**config.mk**
```make
export PLATFORM = sky130hd
export DESIGN_NAME = stream_arb_mux_flat
export DESIGN_NICKNAME = d
export VERILOG_FILES = /design/src/rtl/stream_arb_mux_if.sv /design/src/rtl/stream_arb_mux.sv /design/src/flat_wrapper.sv
export SDC_FILE = /design/constraint.sdc
export NUM_CORES = 1
export LEC_CHECK = 0
export CORE_ASPECT_RATIO = 0.8
export CORE_MARGIN = 2
export CORE_UTILIZATION = 31
export CTS_BUF_LIST = sky130_fd_sc_hd__clkbuf_8 sky130_fd_sc_hd__clkbuf_16
export DETAILED_ROUTE_END_ITERATION = 10
export PLACE_DENSITY_LB_ADDON = 0.25
export SYNTH_ARGS = -nofsm -noshare
export SYNTH_HDL_FRONTEND = slang
export SYNTH_SLANG_ARGS = --single-unit
```
**constraint.sdc**
```tcl
create_clock -name clk -period 1.5 [get_ports clk]
set_input_delay 0.15 -clock clk [delete_from_list [all_inputs] [get_ports clk]]
set_output_delay 0.15 -clock clk [all_outputs]
set_load 0.05 [all_outputs]
```
**src/rtl/stream_arb_mux_if.sv**
```systemverilog
// Stream merge bundle: N input streams plus one output stream.
// Channel count is 2**sel_bits; data is a packed per-channel matrix.
interface stream_arb_mux_if #(
    parameter int data_bits = 8,
    parameter int sel_bits  = 2
);
    localparam int N = 2 ** sel_bits;

    logic [N-1:0]                in_valid;
    logic [N-1:0]                in_ready;
    logic [N-1:0][data_bits-1:0] in_data;
    logic [N-1:0]                in_last;
    logic [N-1:0]                ch_enable;
    logic                        out_valid;
    logic                        out_ready;
    logic [data_bits-1:0]        out_data;
    logic [sel_bits-1:0]         out_sel;
    logic                        out_last;

    // Producer/consumer side that drives the inputs and sinks the output
    modport master (
        output in_valid, in_data, in_last, ch_enable, out_ready,
        input  in_ready, out_valid, out_data, out_sel, out_last
    );

    // Arbiter side
    modport slave (
        input  in_valid, in_data, in_last, ch_enable, out_ready,
        output in_ready, out_valid, out_data, out_sel, out_last
    );
endinterface

```
**src/rtl/stream_arb_mux.sv**
```systemverilog
// N:1 stream merge with round-robin or fixed-priority arbitration,
// optional packet lock, and a single registered output stage.
module stream_arb_mux #(
    parameter int data_bits = 8,
    parameter int sel_bits  = 2,
    parameter int rr_mode   = 1,
    parameter int pkt_mode  = 0
) (
    input logic             clk,
    input logic             rst_n,
    stream_arb_mux_if.slave s
);
    localparam int N = 2 ** sel_bits;

    localparam logic [0:0] IDLE   = 1'b0;
    localparam logic [0:0] LOCKED = 1'b1;

    logic [0:0]          state;
    logic [sel_bits-1:0] ptr;
    logic [sel_bits-1:0] lock_ch;
    logic [sel_bits-1:0] gidx;
    logic                gany;
    logic [N-1:0]        req;
    logic [N-1:0]        grant;
    logic                load;
    logic                xfer;
    logic                glast;

    // Pick one channel: locked owner, else first request from ptr or lowest
    always_comb begin
        req  = s.in_valid & s.ch_enable;
        gany = 1'b0;
        gidx = '0;
        if (pkt_mode != 0 && state == LOCKED) begin
            gany = 1'b1;
            gidx = lock_ch;
        end else if (rr_mode != 0) begin
            for (int k = N - 1; k >= 0; k--) begin
                if (req[ptr + sel_bits'(k)]) begin
                    gany = 1'b1;
                    gidx = ptr + sel_bits'(k);
                end
            end
        end else begin
            for (int k = N - 1; k >= 0; k--) begin
                if (req[k]) begin
                    gany = 1'b1;
                    gidx = sel_bits'(k);
                end
            end
        end
        grant = '0;
        if (gany) grant[gidx] = 1'b1;
    end

    // Ready only to the granted channel, only when the output can load
    always_comb begin
        load       = !s.out_valid || s.out_ready;
        s.in_ready = {N{load & rst_n}} & grant;
        xfer       = |(s.in_valid & s.in_ready);
        glast      = s.in_last[gidx];
    end

    // Output register stage; holds while downstream stalls
    always_ff @(posedge clk or negedge rst_n) begin
        if (!rst_n) begin
            s.out_valid <= 1'b0;
            s.out_data  <= '0;
            s.out_sel   <= '0;
            s.out_last  <= 1'b0;
        end else if (load) begin
            s.out_valid <= xfer;
            if (xfer) begin
                s.out_data <= s.in_data[gidx];
                s.out_sel  <= gidx;
                s.out_last <= glast & (pkt_mode != 0);
            end
        end
    end

    // Round-robin pointer moves past the winner (at packet end if locking)
    always_ff @(posedge clk or negedge rst_n) begin
        if (!rst_n) begin
            ptr <= '0;
        end else if (xfer && (pkt_mode == 0 || glast)) begin
            ptr <= gidx + sel_bits'(1);
        end
    end

    // Packet lock: hold the grant from first beat through the last beat
    always_ff @(posedge clk or negedge rst_n) begin
        if (!rst_n) begin
            state   <= IDLE;
            lock_ch <= '0;
        end else if (pkt_mode != 0 && xfer) begin
            case (state)
                IDLE: begin
                    if (!glast) begin
                        state   <= LOCKED;
                        lock_ch <= gidx;
                    end
                end
                LOCKED: begin
                    if (glast) state <= IDLE;
                end
                default: state <= IDLE;
            endcase
        end
    end
endmodule
```
**src/flat_wrapper.sv**
```systemverilog
// flat-port wrapper written by rule: the top's interface ports become plain ports
module stream_arb_mux_flat 
#(
    parameter int data_bits = 8,
    parameter int sel_bits  = 2,
    parameter int rr_mode   = 1,
    parameter int pkt_mode  = 0
)
  (clk, rst_n, s_in_valid, s_in_data, s_in_last, s_ch_enable, s_out_ready, s_in_ready, s_out_valid, s_out_data, s_out_sel, s_out_last);
  stream_arb_mux_if #(.data_bits(data_bits), .sel_bits(sel_bits)) s_i ();
  input logic clk;
  input logic rst_n;
  input wire logic [$bits(s_i.in_valid)-1:0] s_in_valid;
  input wire logic [$bits(s_i.in_data)-1:0] s_in_data;
  input wire logic [$bits(s_i.in_last)-1:0] s_in_last;
  input wire logic [$bits(s_i.ch_enable)-1:0] s_ch_enable;
  input wire logic [$bits(s_i.out_ready)-1:0] s_out_ready;
  output wire logic [$bits(s_i.in_ready)-1:0] s_in_ready;
  output wire logic [$bits(s_i.out_valid)-1:0] s_out_valid;
  output wire logic [$bits(s_i.out_data)-1:0] s_out_data;
  output wire logic [$bits(s_i.out_sel)-1:0] s_out_sel;
  output wire logic [$bits(s_i.out_last)-1:0] s_out_last;
  assign s_i.in_valid = s_in_valid;
  assign s_i.in_data = s_in_data;
  assign s_i.in_last = s_in_last;
  assign s_i.ch_enable = s_ch_enable;
  assign s_i.out_ready = s_out_ready;
  assign s_in_ready = s_i.in_ready;
  assign s_out_valid = s_i.out_valid;
  assign s_out_data = s_i.out_data;
  assign s_out_sel = s_i.out_sel;
  assign s_out_last = s_i.out_last;
  stream_arb_mux #(.data_bits(data_bits), .sel_bits(sel_bits), .rr_mode(rr_mode), .pkt_mode(pkt_mode)) u_core (.clk(clk), .rst_n(rst_n), .s(s_i));
endmodule
```
Word level (Yosys, flattened, before mapping)
Cells that the tools add are included.
{"block": "op_classes", "addsub": 4, "n_lt_le_gt_ge": 6, "mux": 21, "n_bitwise": 4, "reduce_logical": 5}
{"op": "binary-select mux 8 bit (select 2 bit)", "n": 1}
{"op": "less-than comparator 2 x 3 -> 1 bit (second input constant)", "n": 5}
{"op": "AND 4 bit", "n": 3}
{"op": "2-to-1 mux 1 bit", "n": 9}
{"op": "binary-select mux 1 bit (select 2 bit)", "n": 4}
{"op": "2-to-1 mux 2 bit", "n": 4}
{"op": "2-to-1 mux 8 bit", "n": 1}
{"op": "adder 2 x 1 -> 2 bit (second input constant)", "n": 2}
{"op": "adder 2 bit (second input constant)", "n": 2}
{"op": "2-to-1 mux 4 bit", "n": 1}
{"op": "OR reduction 4 bit", "n": 1}
{"op": "demux 1 bit (select 2 bit)", "n": 1}
{"op": "greater-or-equal comparator 2 x 1 -> 1 bit (second input constant)", "n": 1}
{"op": "AND reduction 2 bit", "n": 1}
{"op": "AND 1 bit", "n": 1}
{"op": "logical AND 1 bit", "n": 1}
{"op": "zero test 1 bit", "n": 1}
{"op": "logical OR 1 bit", "n": 1}
{"block": "totals", "regBits": 13, "out_inout_bits": 16}

Depth between registers and ports, before layout
Gate-level depths: netlist of the first run.
{"block": "logic_depth", "depth_word": 16, "ltp_mapped": 6, "ltp_nobuf": 5}

Worst setup path before layout of the first run
Ideal clock, no wire load.
{"block": "synth_path", "path_kind": "reg2out", "from": "register u_core.s.out_valid", "to": "output s_in_ready[0]", "arrival_time_ps": 2151, "required_ps": 1350, "path_slack_ps": -801, "stages_incl_launch_ff": 5, "n_path_buf": 1, "path_cell_list": "dfrtp_1 -> nand2b_1 -> nand3_1 -> clkbuf_1 -> nor3_1"}
{"block": "synth_via", "elab_chain_cells": 4}
{"item": "from (decl)", "line_no": "stream_arb_mux_if.sv:29", "rtl": "output in_ready, out_valid, out_data, out_sel, out_last"}
{"item": "from (signal assigned)", "line_no": "stream_arb_mux.sv:72", "rtl": "s.out_valid <= xfer;"}
{"item": "zero test 1 bit", "line_no": "stream_arb_mux.sv:58", "rtl": "load = !s.out_valid || s.out_ready;"}
{"item": "logical OR 1 bit", "line_no": "stream_arb_mux.sv:58"}
{"item": "AND 1 bit", "line_no": "stream_arb_mux.sv:59", "rtl": "s.in_ready = {N{load & rst_n}} & grant;"}
{"item": "AND 4 bit", "line_no": "stream_arb_mux.sv:59"}
{"item": "to (decl)", "line_no": "flat_wrapper.sv:18", "rtl": "output wire logic [$bits(s_i.in_ready)-1:0] s_in_ready;"}
No other way between the ends.

Worst setup path in the final report of the first run
{"block": "layout_path", "from": "register u_core.ptr[0]", "to": "output s_in_ready[0]"}
{"block": "layout_via", "elab_chain_cells": 13}
{"item": "from (decl)", "line_no": "stream_arb_mux.sv:19", "rtl": "logic [sel_bits-1:0] ptr;"}
{"item": "from (signal assigned)", "line_no": "stream_arb_mux.sv:86", "rtl": "ptr <= gidx + sel_bits'(1);"}
{"item": "adder 2 bit", "line_no": "stream_arb_mux.sv:39, stream_arb_mux.sv:41"}
{"item": "binary-select mux 1 bit (select 2 bit)", "line_no": "stream_arb_mux.sv:39", "rtl": "if (req[ptr + sel_bits'(k)]) begin"}
{"item": "2-to-1 mux 1 bit (not written as such)", "line_no": "stream_arb_mux.sv:39"}
{"item": "2-to-1 mux 2 bit (4 in series)", "line_no": "stream_arb_mux.sv:39"}
{"item": "less-than comparator 2 x 3 -> 1 bit (not written as such) / greater-or-equal comparator 2 x 1 -> 1 bit (equally long branches)", "line_no": "stream_arb_mux.sv:53", "rtl": "if (gany) grant[gidx] = 1'b1;"}
{"item": "logical AND 1 bit (not written as such)", "line_no": "stream_arb_mux.sv:53"}
{"item": "2-to-1 mux 1 bit (not written as such)", "line_no": "stream_arb_mux.sv:53"}
{"item": "demux 1 bit (select 2 bit)"}
{"item": "2-to-1 mux 4 bit (*)", "line_no": "stream_arb_mux.sv:53"}
{"item": "AND 4 bit (*)", "line_no": "stream_arb_mux.sv:59"}
Mark *: on every way between the ends. The rest lies on a longest branch, timed or not. The select of a mux whose other input is x is not followed.

==> impl_metrics.py, run 1 <==
metrics = {
    "drt": {
        "remaining_drc_errors": 0,
        "wirelength_mm": 3.28,
        "drtIter0Drc": 35,
        "drt-wirelength-per-cell_um": 16.1,
        "first_pass_iters": 4,
        "vias": 1043,
        "viasPerCell": 5.14,
        "final_antenna_net_count": 0,
    },
    "floorplanning": {
        "fp.dieW_um": 64.6,
        "top_level_ports": 63,
        "die_h_um": 52.5,
        "start_util": 0.327,
        "coreArea_um2": 2790,
        "die_area_um2": 3390,
        "rows": 17,
    },
    "yosys": {
        "synth.ff_latch_count": 13,
        "syn-instance-count": 87,
        "syn_nets": 134,
        "synth_top_area_cell": "dfrtp_1",
        "yosys-top-cells-area": "dfrtp_1 36%, mux2i_1 18%, o221ai_2 13%, nand2_1 7.0%, buf_6 3.7%",
        "syn_area_um2": 912,
        "ys_seq_area_frac": 0.357,
        "synth_top_area_frac": 0.357,
        "synth_warnings": 0,
        "syn_avg_cell_area_um2": 10.5,
        "synth.distinct_cells": 27,
    },
    "clock_network": {
        "clkSinkCount": 13,
        "cts-root-buf": "clkbuf_8",
        "clk_path_buf_depth": 2,
        "cts_buffers": 3,
        "clk_pin_slew_ns": 0.06,
        "cts_tree": "built",
        "worstSkewPairLatency_ns": 0.25,
        "cts-htree-levels": 1,
    },
    "status": {
        "violations": "negative setup slack",
        "status": "finished with violations",
    },
    "layout": {
        "drive_above_1_share": 0.461,
        "diodes": 0,
        "seqCellArea_um2": 327,
        "fillers": 213,
        "multi_input_area_um2": 697,
        "final_cell_mix": "37 x clkdlybuf4s50_1, 24 x buf_4, 14 x nand2_1",
        "final_cell_area_um2": 1950,
        "final_cells": 203,
        "fin_nets": 213,
        "syn2layout_area_growth_pct": 114,
        "final_common_cell": "clkdlybuf4s50_1",
    },
    "power": {
        "power_per_cell_area_nw_per_um2": 1100,
        "ir_worst_vdd_mv": 0.575,
        "p_leak_nw": 0.821,
    },
    "global_routing": {
        "grt_start_max_net_pins": 14,
        "grt_overflow": 0,
        "grt_pass1_vias": 1071,
        "grt_pass1_wl_mm": 5.13,
        "grt.total_usage": 0.203,
        "antenna_found_initial": 0,
    },
    "worst_setup_path": {
        "crit_fanout": 5,
        "startpoint_type": "register",
        "crit_required_ns": 1.35,
        "reg2reg_depth": 7,
        "cpMaxStageDelayCell": "dfrtp_1",
        "cp-end-kind": "primary output",
        "critPathKind": "reg2out",
        "max_stage_delay_ns": 0.40,
        "arrival_ns": 1.66,
        "crit_chain": "nand3b_1 > a21oi_2 > a21oi_4 > buf_6 > nor3_4 > buf_12",
    },
    "place": {
        "gp_congestion": 0.799,
        "io_buffers": 57,
        "placed_area_um2": 1690,
        "dp_cells": 193,
        "hpwl_mm": 2.33,
    },
    "timing": {
        "setup_viol": 15,
        "finalHoldViolations": 0,
        "fmax_mhz": 553,
        "fin_ws_ns": -0.308,
        "rsz0062_at_grt": "yes",
        "finalMaxSlewViolations": 0,
        "post-route-period-util": 1.21,
        "fin_skew_ns": 0.00546,
        "period_minus_slack_ns": 1.81,
    },
    "flow_run": {
        "maxCapViolations": 0,
    },
    "worst_hold_path": {
        "hp-class": "in2async",
    },
}
-- layer usage --
layer	global-route usage	vias up	routed length, µm
met3	0.0559	9	183
li1	-	482	-
met2	0.358	38	1720
met1	0.231	514	1300
met5	0	-	0
met4	0.0957	0	76
-- timing repair --
item,4_1_cts,5_1_grt
buffers inserted,4,3
hold buffers,0,0
pin swaps,7,12
cloned,0,1
resized for setup,21,15
endpoints found under the hold margin,0,0
endpoints found under the setup margin,15,17
-- layout make-up --
cell class	count	area share
clock inverters	1	0.00192
flip-flops and latches	13	0.167
well taps	38	0.0243
clock buffers	3	0.0211
repair buffers	80	0.429
multi-input cells	68	0.357
-- where the power goes --
| group | leakage, nW | total [mW] | internal, mW | switching [mW] |
|---|---|---|---|---|
| Sequential | 0.159 | 0.515 | 0.449 | 0.0659 |
| Combinational | 0.635 | 1.32 | 0.609 | 0.709 |
| Clock | 0.0269 | 0.323 | 0.181 | 0.141 |
| Total | 0.821 | 2.16 | 1.24 | 0.916 |
-- sequential cells by signal (all words and copies together) (netlist names) --
| signal | flops |
|---|---|
| u_core.s.out_data | 8 |
| u_core.s.out_valid | 1 |
| u_core.ptr | 2 |
| u_core.s.out_sel | 2 |
-- cells in the mapped netlist --
library cell and number:
clkbuf_1 1, nand2b_1 2, a21oi_1 1, nand3b_1 2, nor3_4 1, o21ai_1 1
conb_1 1, o21a_1 1, a21oi_2 2, nand2_2 1, nor3b_1 1, nand3_1 4
nand4_1 1, nor3_1 1, o221ai_2 8, buf_6 3, a2bb2oi_1 1, a32oi_2 1
nand2_1 17, mux2i_1 16, nor2_1 2, a22oi_1 1, buf_4 2, and3_1 1
xnor2_1 1, dfrtp_1 13, and3_2 1
-- worst max-delay path: cells and delay by family, from the launching register on --
family,cells,cell delay [ns]
AND/OR/NAND/NOR,2,0.40
flip-flops,1,0.40
buffers and inverters,2,0.30
AO/OA/AOI/OAI,2,0.30
-- logic make-up after synthesis --
logic type,share of synthesized area
mux,0.176
compound gates,0.206
simple gates,0.191
flops,0.357
other cells,0.00411
buf+inv,0.0576
xor+xnor,0.00960
-- stage by stage --
step	hold slack [ns]	setup TNS, ns	power, mW	util	setup slack, ns
final	0.277	-3.13	2.16	0.701	-0.308
after global placement	0.474	-5.03	1.63	0.607	-0.372
after CTS	0.287	-3.23	2.05	0.663	-0.312
after global routing	0.306	-4.20	2.24	0.701	-0.366
after detailed placement	0.473	-6.26	1.65	0.607	-0.436
after floorplan	-0.146	-0.530	1.19	-	-0.127
-- final timing paths --
check,from,end,slack (ns)
min reg2reg,u_core.s.out_sel[1],u_core.s.out_sel[1],0.50
max,u_core.ptr[0],s_in_ready[0],-0.31
min,rst_n,u_core.s.out_valid,0.28
max reg2reg,u_core.ptr[1],u_core.s.out_data[5],-0.26
max in group asynchronous,rst_n,u_core.s.out_valid,1.05
min in group clk,u_core.s.out_sel[1],u_core.s.out_sel[1],0.50
No activity file was read; power rests on OpenSTA's default activity.
==> run 2, diff against run 1 <==
--- a/config.mk
+++ b/config.mk
@@ -11,6 +11,7 @@
 export CTS_BUF_LIST = sky130_fd_sc_hd__clkbuf_8 sky130_fd_sc_hd__clkbuf_16
 export DETAILED_ROUTE_END_ITERATION = 10
 export PLACE_DENSITY_LB_ADDON = 0.25
+export RECOVER_POWER = 50
 export SYNTH_ARGS = -nofsm -noshare
 export SYNTH_HDL_FRONTEND = slang
 export SYNTH_SLANG_ARGS = --single-unit
==> impl_metrics.py, run 2 (synthesis gave the netlist of run 1 again) <==
metrics = {
    "worst_setup_path": {
        "path_buf_inv": 2,
        "crit_chain": "nand3b_1 > a21oi_2 > a21oi_4 > buf_6 > nor3_4 > buf_12",
        "cp-end-kind": "primary output",
        "cpMaxStageDelayCell": "dfrtp_1",
        "crit_fanout": 5,
        "max_stage_delay_ns": 0.40,
        "startpoint_type": "register",
        "reg2reg_depth": 7,
        "arrival_ns": 1.66,
        "startpoint": "u_core.ptr[0]",
        "cp_top_family": "flip-flops",
        "rr_endpoint": "u_core.s.out_data[5]",
        "r2r_slack_ns": -0.26,
        "r2r_start": "u_core.ptr[1]",
        "critPathKind": "reg2out",
        "crit_required_ns": 1.35,
    },
    "power": {
        "switching_share": 0.425,
        "power_per_cell_area_nw_per_um2": 1100,
        "clkPwrFrac": 0.150,
        "p_sw_uw": 916,
        "ir_worst_vdd_mv": 0.575,
        "power_mw": 2.15,
        "internal_power_mw": 1.24,
        "pwr-share-seq": 0.239,
        "p_leak_nw": 0.817,
        "share_comb_of_total_power": 0.611,
    },
    "layout": {
        "final_cells": 203,
        "seqCellArea_um2": 327,
        "largestRegisters": "u_core.s.out_data: 8 flops, u_core.ptr: 2 flops, u_core.s.out_sel: 2 flops",
        "top_register": "u_core.s.out_data",
        "final_common_cell": "clkdlybuf4s50_1",
        "diodes": 0,
        "multi_input_area_um2": 697,
        "drive_above_1_share": 0.455,
        "final_util": 0.700,
        "fin_nets": 213,
        "syn2layout_area_growth_pct": 114,
        "final_cell_area_um2": 1950,
        "final_cell_mix": "36 x clkdlybuf4s50_1, 23 x buf_4, 14 x nand2_1",
        "largest_reg_flops": 8,
        "fillers": 214,
    },
    "drt": {
        "final_antenna_net_count": 0,
        "vias": 1038,
        "drtIter0Drc": 36,
        "drt-wirelength-per-cell_um": 16.1,
        "remaining_drc_errors": 0,
        "viasPerCell": 5.11,
        "first_pass_iters": 4,
        "wirelength_mm": 3.28,
    },
    "flow_run": {
        "maxCapViolations": 0,
    },
    "clock_network": {
        "cts-htree-levels": 1,
        "clk_path_buf_depth": 2,
        "cts-root-buf": "clkbuf_8",
        "cts_tree": "built",
        "clkSinkCount": 13,
        "cts_buffers": 3,
        "hold_buffers": 0,
        "clk_pin_slew_ns": 0.06,
        "worstSkewPairLatency_ns": 0.25,
    },
    "floorplanning": {
        "rows": 17,
        "fp.dieW_um": 64.6,
        "start_util": 0.327,
        "top_level_ports": 63,
        "coreArea_um2": 2790,
        "die_h_um": 52.5,
        "die_area_um2": 3390,
    },
    "place": {
        "dp_cells": 193,
        "gp_congestion": 0.799,
        "placed_area_um2": 1690,
        "dp_slack_ns": -0.436,
        "hpwl_mm": 2.33,
        "io_buffers": 57,
    },
    "timing": {
        "fmax_mhz": 553,
        "rsz0062_at_grt": "yes",
        "tightest_slew_ns": 0.726,
        "finalMaxSlewViolations": 0,
        "finalHoldViolations": 0,
        "period_minus_slack_ns": 1.81,
        "setup_viol": 15,
        "fin_ws_ns": -0.308,
        "slew_headroom": 0.516,
        "hold_slack_ns": 0.497,
        "post-route-period-util": 1.21,
        "timing.setup.tns_ns": -3.14,
        "fin_skew_ns": 0.00533,
    },
    "global_routing": {
        "grt_pass1_wl_mm": 5.13,
        "grt_pass1_vias": 1071,
        "grt_overflow": 0,
        "grt_start_max_net_pins": 14,
        "antenna_found_initial": 0,
        "grt.total_usage": 0.203,
    },
    "worst_hold_path": {
        "hp-class": "reg2reg",
        "hold_depth": 2,
        "worstHoldEndpoint": "u_core.s.out_sel[1]",
        "hp-start": "u_core.s.out_sel[1]",
    },
    "status": {
        "status": "finished with violations",
        "violations": "negative setup slack",
    },
}
==> run 2: cell types whose count changed in the layout (fill, tap and decap cells not counted), sizes merged <==
cell / change
buf: -1
clkbuf: +1
dlygate4sd3: +1
clkdlybuf4s50: -1
==> run 2: worst max path at each step <==
| stage | end | cells past startpoint | slack, ns |
|---|---|---|---|
| after floorplan | s_in_ready[1] | 6 | -0.13 |
| after global routing | s_in_ready[1] | 6 | -0.37 |
| after global placement | u_core.s.out_data[4] | 7 | -0.37 |
| after detailed placement | u_core.s.out_data[0] | 7 | -0.44 |
| after CTS | s_in_ready[0] | 7 | -0.31 |
| final | s_in_ready[0] | 6 | -0.31 |
==> run 2: cell type report <==
type	instances	share of cell area
clock buffers	3	0.0212
clock inverters	1	0.00192
multi-input cells	68	0.357
flip-flops and latches	13	0.167
well taps	38	0.0244
repair buffers	80	0.428
==> run 2: what timing repair did <==
item,in CTS,in global routing
gates cloned,0,1
setup buffers,4,3
endpoints found under the hold margin,0,0
setup endpoints to repair,15,17
pin swaps,7,12
resized for setup,21,15
==> run 2: power groups by stage <==
stage          sequential, mW  clock (mW)  combinational [mW]
6_report                0.515       0.322                1.32
5_1_grt                 0.525       0.334                1.38
4_1_cts                 0.513       0.318                1.22
3_5_place_dp            0.513           0                1.14
3_3_place_gp            0.516           0                1.11
2_1_floorplan           0.803           0               0.388
==> run 2: tightest hold or removal path, stage by stage, from the launching register on <==
cell	delay, ns
dfrtp_1	0.35
nand2_1	0.06
nand2_1	0.06
==> run 2: layer usage <==
layer,wire (µm),up-vias,track usage,part of all wire
li1,-,482,-,-
met1,1320,509,0.231,0.40
met2,1700,38,0.358,0.52
met3,183,9,0.0559,0.056
met4,76,0,0.0957,0.023
met5,0,-,0,0
==> patch 1, RTL diff (settings of run 2) <==
`data_bits` is set to 8 in 3 places; all go to 12.
--- a/src/rtl/stream_arb_mux_if.sv
+++ b/src/rtl/stream_arb_mux_if.sv
@@ -1,7 +1,7 @@
 // Stream merge bundle: N input streams plus one output stream.
 // Channel count is 2**sel_bits; data is a packed per-channel matrix.
 interface stream_arb_mux_if #(
-    parameter int data_bits = 8,
+    parameter int data_bits = 12,
     parameter int sel_bits  = 2
 );
     localparam int N = 2 ** sel_bits;
--- a/src/rtl/stream_arb_mux.sv
+++ b/src/rtl/stream_arb_mux.sv
@@ -1,7 +1,7 @@
 // N:1 stream merge with round-robin or fixed-priority arbitration,
 // optional packet lock, and a single registered output stage.
 module stream_arb_mux #(
-    parameter int data_bits = 8,
+    parameter int data_bits = 12,
     parameter int sel_bits  = 2,
     parameter int rr_mode   = 1,
     parameter int pkt_mode  = 0
--- a/src/flat_wrapper.sv
+++ b/src/flat_wrapper.sv
@@ -1,7 +1,7 @@
 // flat-port wrapper written by rule: the top's interface ports become plain ports
 module stream_arb_mux_flat 
 #(
-    parameter int data_bits = 8,
+    parameter int data_bits = 12,
     parameter int sel_bits  = 2,
     parameter int rr_mode   = 1,
     parameter int pkt_mode  = 0
Interface: changed (resized s_in_data and s_out_data); port bits go from 63 to 83. No check against the original RTL was run, so the function may have changed too.
==> patch 1 against run 2 <==
  * The flow still finishes with violations (negative setup slack)
  * Count of clock-buffer cells in the layout unchanged
  * Sequential cell count is 4 higher
  * Final cell count increased by 22%
  * Setup slack worse by 0.057 ns
  * Design area is 21% higher
  * Combinational power increased by 23%
  * Routed wire length grew 14%
  * Synthesized area is 25% higher
  * Total power grew 22%
  * Clock power barely moved
  * Global-route usage shrank 1.9 points
  * Die area is 24% higher
  * Core utilization down 2.0 points
  * Critical path type unchanged
  * Largest power group unchanged
==> patch 1: results (changes against run 2) <==
Status -> finished, violations left (unchanged)
Violated checks -> negative setup slack (unchanged)
Least-Margin Pin Slew -> 0.775 ns (was 0.726 ns)
# nets final -> 269 (was 213)
Vias in the first global route -> 1270 (was 1071)
Seq/Total Area, Yosys -> 37.2% (was 35.7%)
Fraction of registers with async set/reset -> 100% (unchanged)
GPL Wtd Cong -> 0.898 (was 0.799)
Final WS setup -> -0.364 ns (was -0.308 ns)
HP Class -> in -> async (was reg -> reg)
Met2 global-route usage -> 34.5% (was 35.8%)
Biggest regs -> u_core.s.out_data: 12 flops, u_core.ptr: 2 flops, u_core.s.out_sel: 2 flops (was u_core.s.out_data: 8 flops, u_core.ptr: 2 flops, u_core.s.out_sel: 2 flops)
Layout fillers -> 235 (was 214)
Pleak -> 0.974 nW (was 0.817 nW)
CP max FO -> 6 (was 5)
Crit path arrival time -> 1.71 ns (was 1.66 ns)
First-pass GRT wire length -> 6.00 mm (was 5.13 mm)
Clk_skew -> 0.00143 ns (was 0.00533 ns)
Initial DRC Count -> 37 (was 36)
Port buffer count -> 77 (was 57)
TritonCTS Buffers -> 3 (unchanged)
Final setup TNS -> -4.87 ns (was -3.14 ns)
GR Util met3 -> 5.65% (was 5.59%)
Share of cells above drive strength 1 -> 38.0% (was 45.5%)
Pin count of the biggest net entering global routing -> 15 (was 14)
Max IR drop VDD -> 0.775 mV (was 0.575 mV)
Top post-synthesis cells by area -> dfrtp_1 37%, mux2i_1 21%, o221ai_2 9.2% (was dfrtp_1 36%, mux2i_1 18%, o221ai_2 13%)
Dpl hpwl -> 2.84 mm (was 2.33 mm)
Unique masters post-synth -> 28 (was 27)
Cell area after placement -> 2100 um2 (was 1690 um2)
# setup viols final -> 17 (was 15)
GRT Total Usage -> 18.4% (was 20.3%)
## patch 1: cell count changes after synthesis, moves of 4 or more
| cell | run 2 | this run |
|---|---|---|
| dfrtp_1 | 13 | 17 |
| o221ai_1 | 0 | 5 |
| nand2_1 | 17 | 21 |
| mux2i_1 | 16 | 24 |
## patch 1: through the flow
step           hold slack [ns]  total power, mW  setup slack (ns)  std cells  utilization (%)
6_report                 0.322             2.63            -0.364        247             68.0
3_3_place_gp             0.475             2.10            -0.372        235             60.6
2_1_floorplan           -0.146             1.57            -0.186        108                -
3_5_place_dp             0.467             2.12            -0.448        235             60.6
5_1_grt                  0.357             2.76            -0.444        247             68.0
4_1_cts                  0.214             2.56            -0.312        247             65.3
## patch 1: critical path: stages, from the launching register on
cell,delay (ns)
dfrtp_2,0.45
nand3b_1,0.22
a21oi_2,0.20
nor3_4,0.08
buf_12,0.14
nor3_4,0.21
buf_12,0.16
## patch 1: area by class of cell
type	instances	area, um2	share of cell area, %
clock buffer	3	41.3	1.75
clock inverter	1	3.75	0.159
multi-input combinational	84	817	34.6
sequential	17	428	18.1
tap	42	52.6	2.23
timing repair buffer	100	1020	43.1
## patch 1: per-layer routing
metal | vias up | routed length (um)
li1 | 598 | -
met1 | 588 | 1390
met2 | 39 | 2120
met3 | 2 | 215
met4 | 0 | 6
met5 | - | 0
## patch 1: path summary, 6_finish.rpt
path                                             startpoint                               end  slack, ns
setup / recovery                  u_core.ptr[1]$_DFFE_PN0P_                     s_in_ready[0]      -0.36
hold / removal                                        rst_n         u_core.ptr[0]$_DFFE_PN0P_       0.32
setup reg to reg                  u_core.ptr[1]$_DFFE_PN0P_  u_core.s.out_data[6]$_DFFE_PN0P_      -0.34
hold reg to reg            u_core.s.out_data[5]$_DFFE_PN0P_  u_core.s.out_data[5]$_DFFE_PN0P_       0.50
max in group asynchronous                             rst_n    u_core.s.out_valid$_DFFE_PN0N_       0.42
min in group clk           u_core.s.out_data[5]$_DFFE_PN0P_  u_core.s.out_data[5]$_DFFE_PN0P_       0.50
## patch 1: power by group
group	switching [mW]	internal, mW
combinational	0.882	0.743
clock	0.141	0.181
sequential	0.0925	0.592
## patch 1: what timing repair did
item	in CTS	in global routing
buffers inserted	8	0
pin swaps	5	8
setup endpoints to repair	18	19
resized for setup	11	19
## patch 1: kinds of logic after synthesis
kind of cell | after synthesis | synth area share, %
simple gates | 38 | 17.1
buf+inv | 7 | 5.69
other cells | 1 | 0.328
flops | 17 | 37.2
compound gates | 20 | 17.9
mux | 24 | 21.0
xor+xnor | 1 | 0.766
==> patch 2, RTL diff (flow settings as in run 2) <==
Made on the original files. Reset style: synchronous (`rst_n`), changed in 3 clocked blocks.
--- a/src/rtl/stream_arb_mux.sv
+++ b/src/rtl/stream_arb_mux.sv
@@ -62,7 +62,7 @@
     end
 
     // Output register stage; holds while downstream stalls
-    always_ff @(posedge clk or negedge rst_n) begin
+    always_ff @(posedge clk) begin
         if (!rst_n) begin
             s.out_valid <= 1'b0;
             s.out_data  <= '0;
@@ -79,7 +79,7 @@
     end
 
     // Round-robin pointer moves past the winner (at packet end if locking)
-    always_ff @(posedge clk or negedge rst_n) begin
+    always_ff @(posedge clk) begin
         if (!rst_n) begin
             ptr <= '0;
         end else if (xfer && (pkt_mode == 0 || glast)) begin
@@ -88,7 +88,7 @@
     end
 
     // Packet lock: hold the grant from first beat through the last beat
-    always_ff @(posedge clk or negedge rst_n) begin
+    always_ff @(posedge clk) begin
         if (!rst_n) begin
             state   <= IDLE;
             lock_ch <= '0;
Formal check against the unedited RTL: differs if rst_n is asserted again (counterexample within 4 cycles, from zero or initial values and one cycle with rst_n low); with rst_n held inactive, the same outputs for 10 cycles.
==> patch 2 against run 2 <==
  * The flow still finishes with violations (negative setup slack)
  * Routed wire length down 14%
  * Synthesized area up 1.8%
  * Combinational power down 36%
  * Total power down 27%
  * Sequential power down 17%
  * Sequential cell count unchanged
  * Setup slack better by 0.16 ns
  * Register-to-register slack better by 0.15 ns
  * Global-route usage down 2.7 points
  * Design area down 0.96%
  * Clock power down 2%
  * First-iteration DRC count down 56%
  * Critical path type unchanged
  * Critical endpoint unchanged
==> patch 2: results (changes against run 2) <==
Status -> finished, violations left (unchanged)
Violated checks -> negative setup slack (unchanged)
Dpl hpwl -> 2.22 mm (was 2.33 mm)
Share of cells above drive strength 1 -> 46.8% (was 45.5%)
Vias after detailed routing -> 1012 (was 1038)
Clk_skew -> 0.00970 ns (was 0.00533 ns)
Wire length per cell -> 13.3 um (was 16.1 um)
Pin count of the biggest net entering global routing -> 10 (was 14)
Via density -> 4.80 (was 5.11)
Pre-Repair DR Iteration Count -> 2 (was 4)
CP max stage cell -> dfxtp_2 (was dfrtp_1)
Max IR drop VDD -> 0.644 mV (was 0.575 mV)
GPL Wtd Cong -> 0.748 (was 0.799)
Unique masters post-synth -> 32 (was 27)
Layout fillers -> 238 (was 214)
# setup viols final -> 12 (was 15)
Fraction of registers with async set/reset -> 0% (was 100%)
Post-synth top cells -> 16 x mux2i_1, 13 x dfxtp_1, 10 x nand3_1, 8 x o221ai_2, 7 x nand2_1 (was 17 x nand2_1, 16 x mux2i_1, 13 x dfrtp_1, 8 x o221ai_2, 4 x nand3_1)
Pleak -> 0.761 nW (was 0.817 nW)
Power per cell area -> 819 nW/um2 (was 1100 nW/um2)
First-pass GRT wire length -> 4.55 mm (was 5.13 mm)
Least-Margin Pin Slew -> 0.614 ns (was 0.726 ns)
Main synth FF type -> dfxtp_1 (was dfrtp_1)
R2R setup slack -> -0.11 ns (was -0.26 ns)
Worst r2r src -> u_core.ptr[0]$_SDFFE_PN0P_ (was u_core.ptr[1]$_DFFE_PN0P_)
Worst hold start -> u_core.s.out_sel[1]$_SDFFE_PN0P_ (was u_core.s.out_sel[1]$_DFFE_PN0P_)
Cell area after placement -> 1750 um2 (was 1690 um2)
Syn Inst Count -> 91 (was 87)
Final WS setup -> -0.144 ns (was -0.308 ns)
# placed instances -> 200 (was 193)
## patch 2: cell count changes in the layout (fill, tap and decap cells not counted), moves of 3 or more
cell / delta
dfxtp_1: +10
dlymetal6s2s_1: -3
dlygate4sd2_1: +6
mux2i_4: -3
nand2_1: -10
dfrtp_1: -12
clkbuf_1: +6
a21oi_1: +4
nand3_1: +7
nand2_4: +3
## patch 2: power breakdown
group	internal [mW]	switching (mW)	leakage [nW]	total (mW)
sequential	0.395	0.0299	0.109	0.425
combinational	0.404	0.439	0.626	0.843
clock	0.183	0.131	0.0255	0.314
## patch 2: worst min-delay path, delay by kind of cell, from the launching register on
family	cells	cell delay, ns
simple gates	1	0.06
flops	1	0.31
compound gates	1	0.06
## patch 2: layer usage
metal	vias up	track usage, %	wire, um
li1	509	-	-
met1	469	21.0	1160
met2	32	30.4	1440
met3	2	5.74	196
met4	0	4.86	14
met5	-	0	0
## patch 2: logic make-up (layout without fill, tap and decap cells)
family / count (synthesis) / count (layout) / share of synthesized area (%)
other cells: 1 / 1 / 0.404
compound gates: 22 / 22 / 29.1
buf+inv: 8 / 90 / 5.93
xor+xnor: 1 / 1 / 0.944
simple gates: 30 / 30 / 18.3
mux: 16 / 16 / 17.3
flops: 13 / 13 / 28.0
## patch 2: final cells by class
cell class	count	share of cell area [%]
multi-input cells	70	39.6
flip-flops and latches	13	13.8
inverters	2	0.518
clock inverters	1	0.259
repair buffers	84	41.3
well taps	38	2.46
clock buffers	3	2.14
## patch 2: how the worst max path moves through the flow
stage | from | endpoint | slack [ns] | cells after the start
global placement | s_in_valid[1] | u_core.s.out_data[1]$_SDFFE_PN0P_ | -0.37 | 7
CTS | u_core.ptr[1]$_SDFFE_PN0P_ | s_in_ready[0] | -0.16 | 5
finish | u_core.ptr[0]$_SDFFE_PN0P_ | s_in_ready[0] | -0.14 | 6
floorplan | u_core.ptr[1]$_SDFFE_PN0P_ | s_in_ready[0] | -0.02 | 4
detailed placement | s_in_valid[3] | u_core.s.out_data[7]$_SDFFE_PN0P_ | -0.41 | 7
global route | u_core.ptr[0]$_SDFFE_PN0P_ | s_in_ready[0] | -0.20 | 6
## patch 2: what timing repair did
item | in CTS | in global routing
hold buffers | 0 | 0
gates cloned | 0 | 0
setup buffers | 7 | 0
gates resized for setup | 31 | 4
endpoints found under the setup margin | 15 | 13
pin swaps | 9 | 7
## patch 2: metrics by stage
stage / TNS [ns] / hold WS, ns / setup WS, ns
6_report: -1.19 / 0.472 / -0.144
5_1_grt: -2.05 / 0.498 / -0.198
4_1_cts: -1.46 / 0.473 / -0.163
3_5_place_dp: -5.45 / 0.459 / -0.408
3_3_place_gp: -4.85 / 0.451 / -0.365
2_1_floorplan: -0.0153 / 0.348 / -0.0153
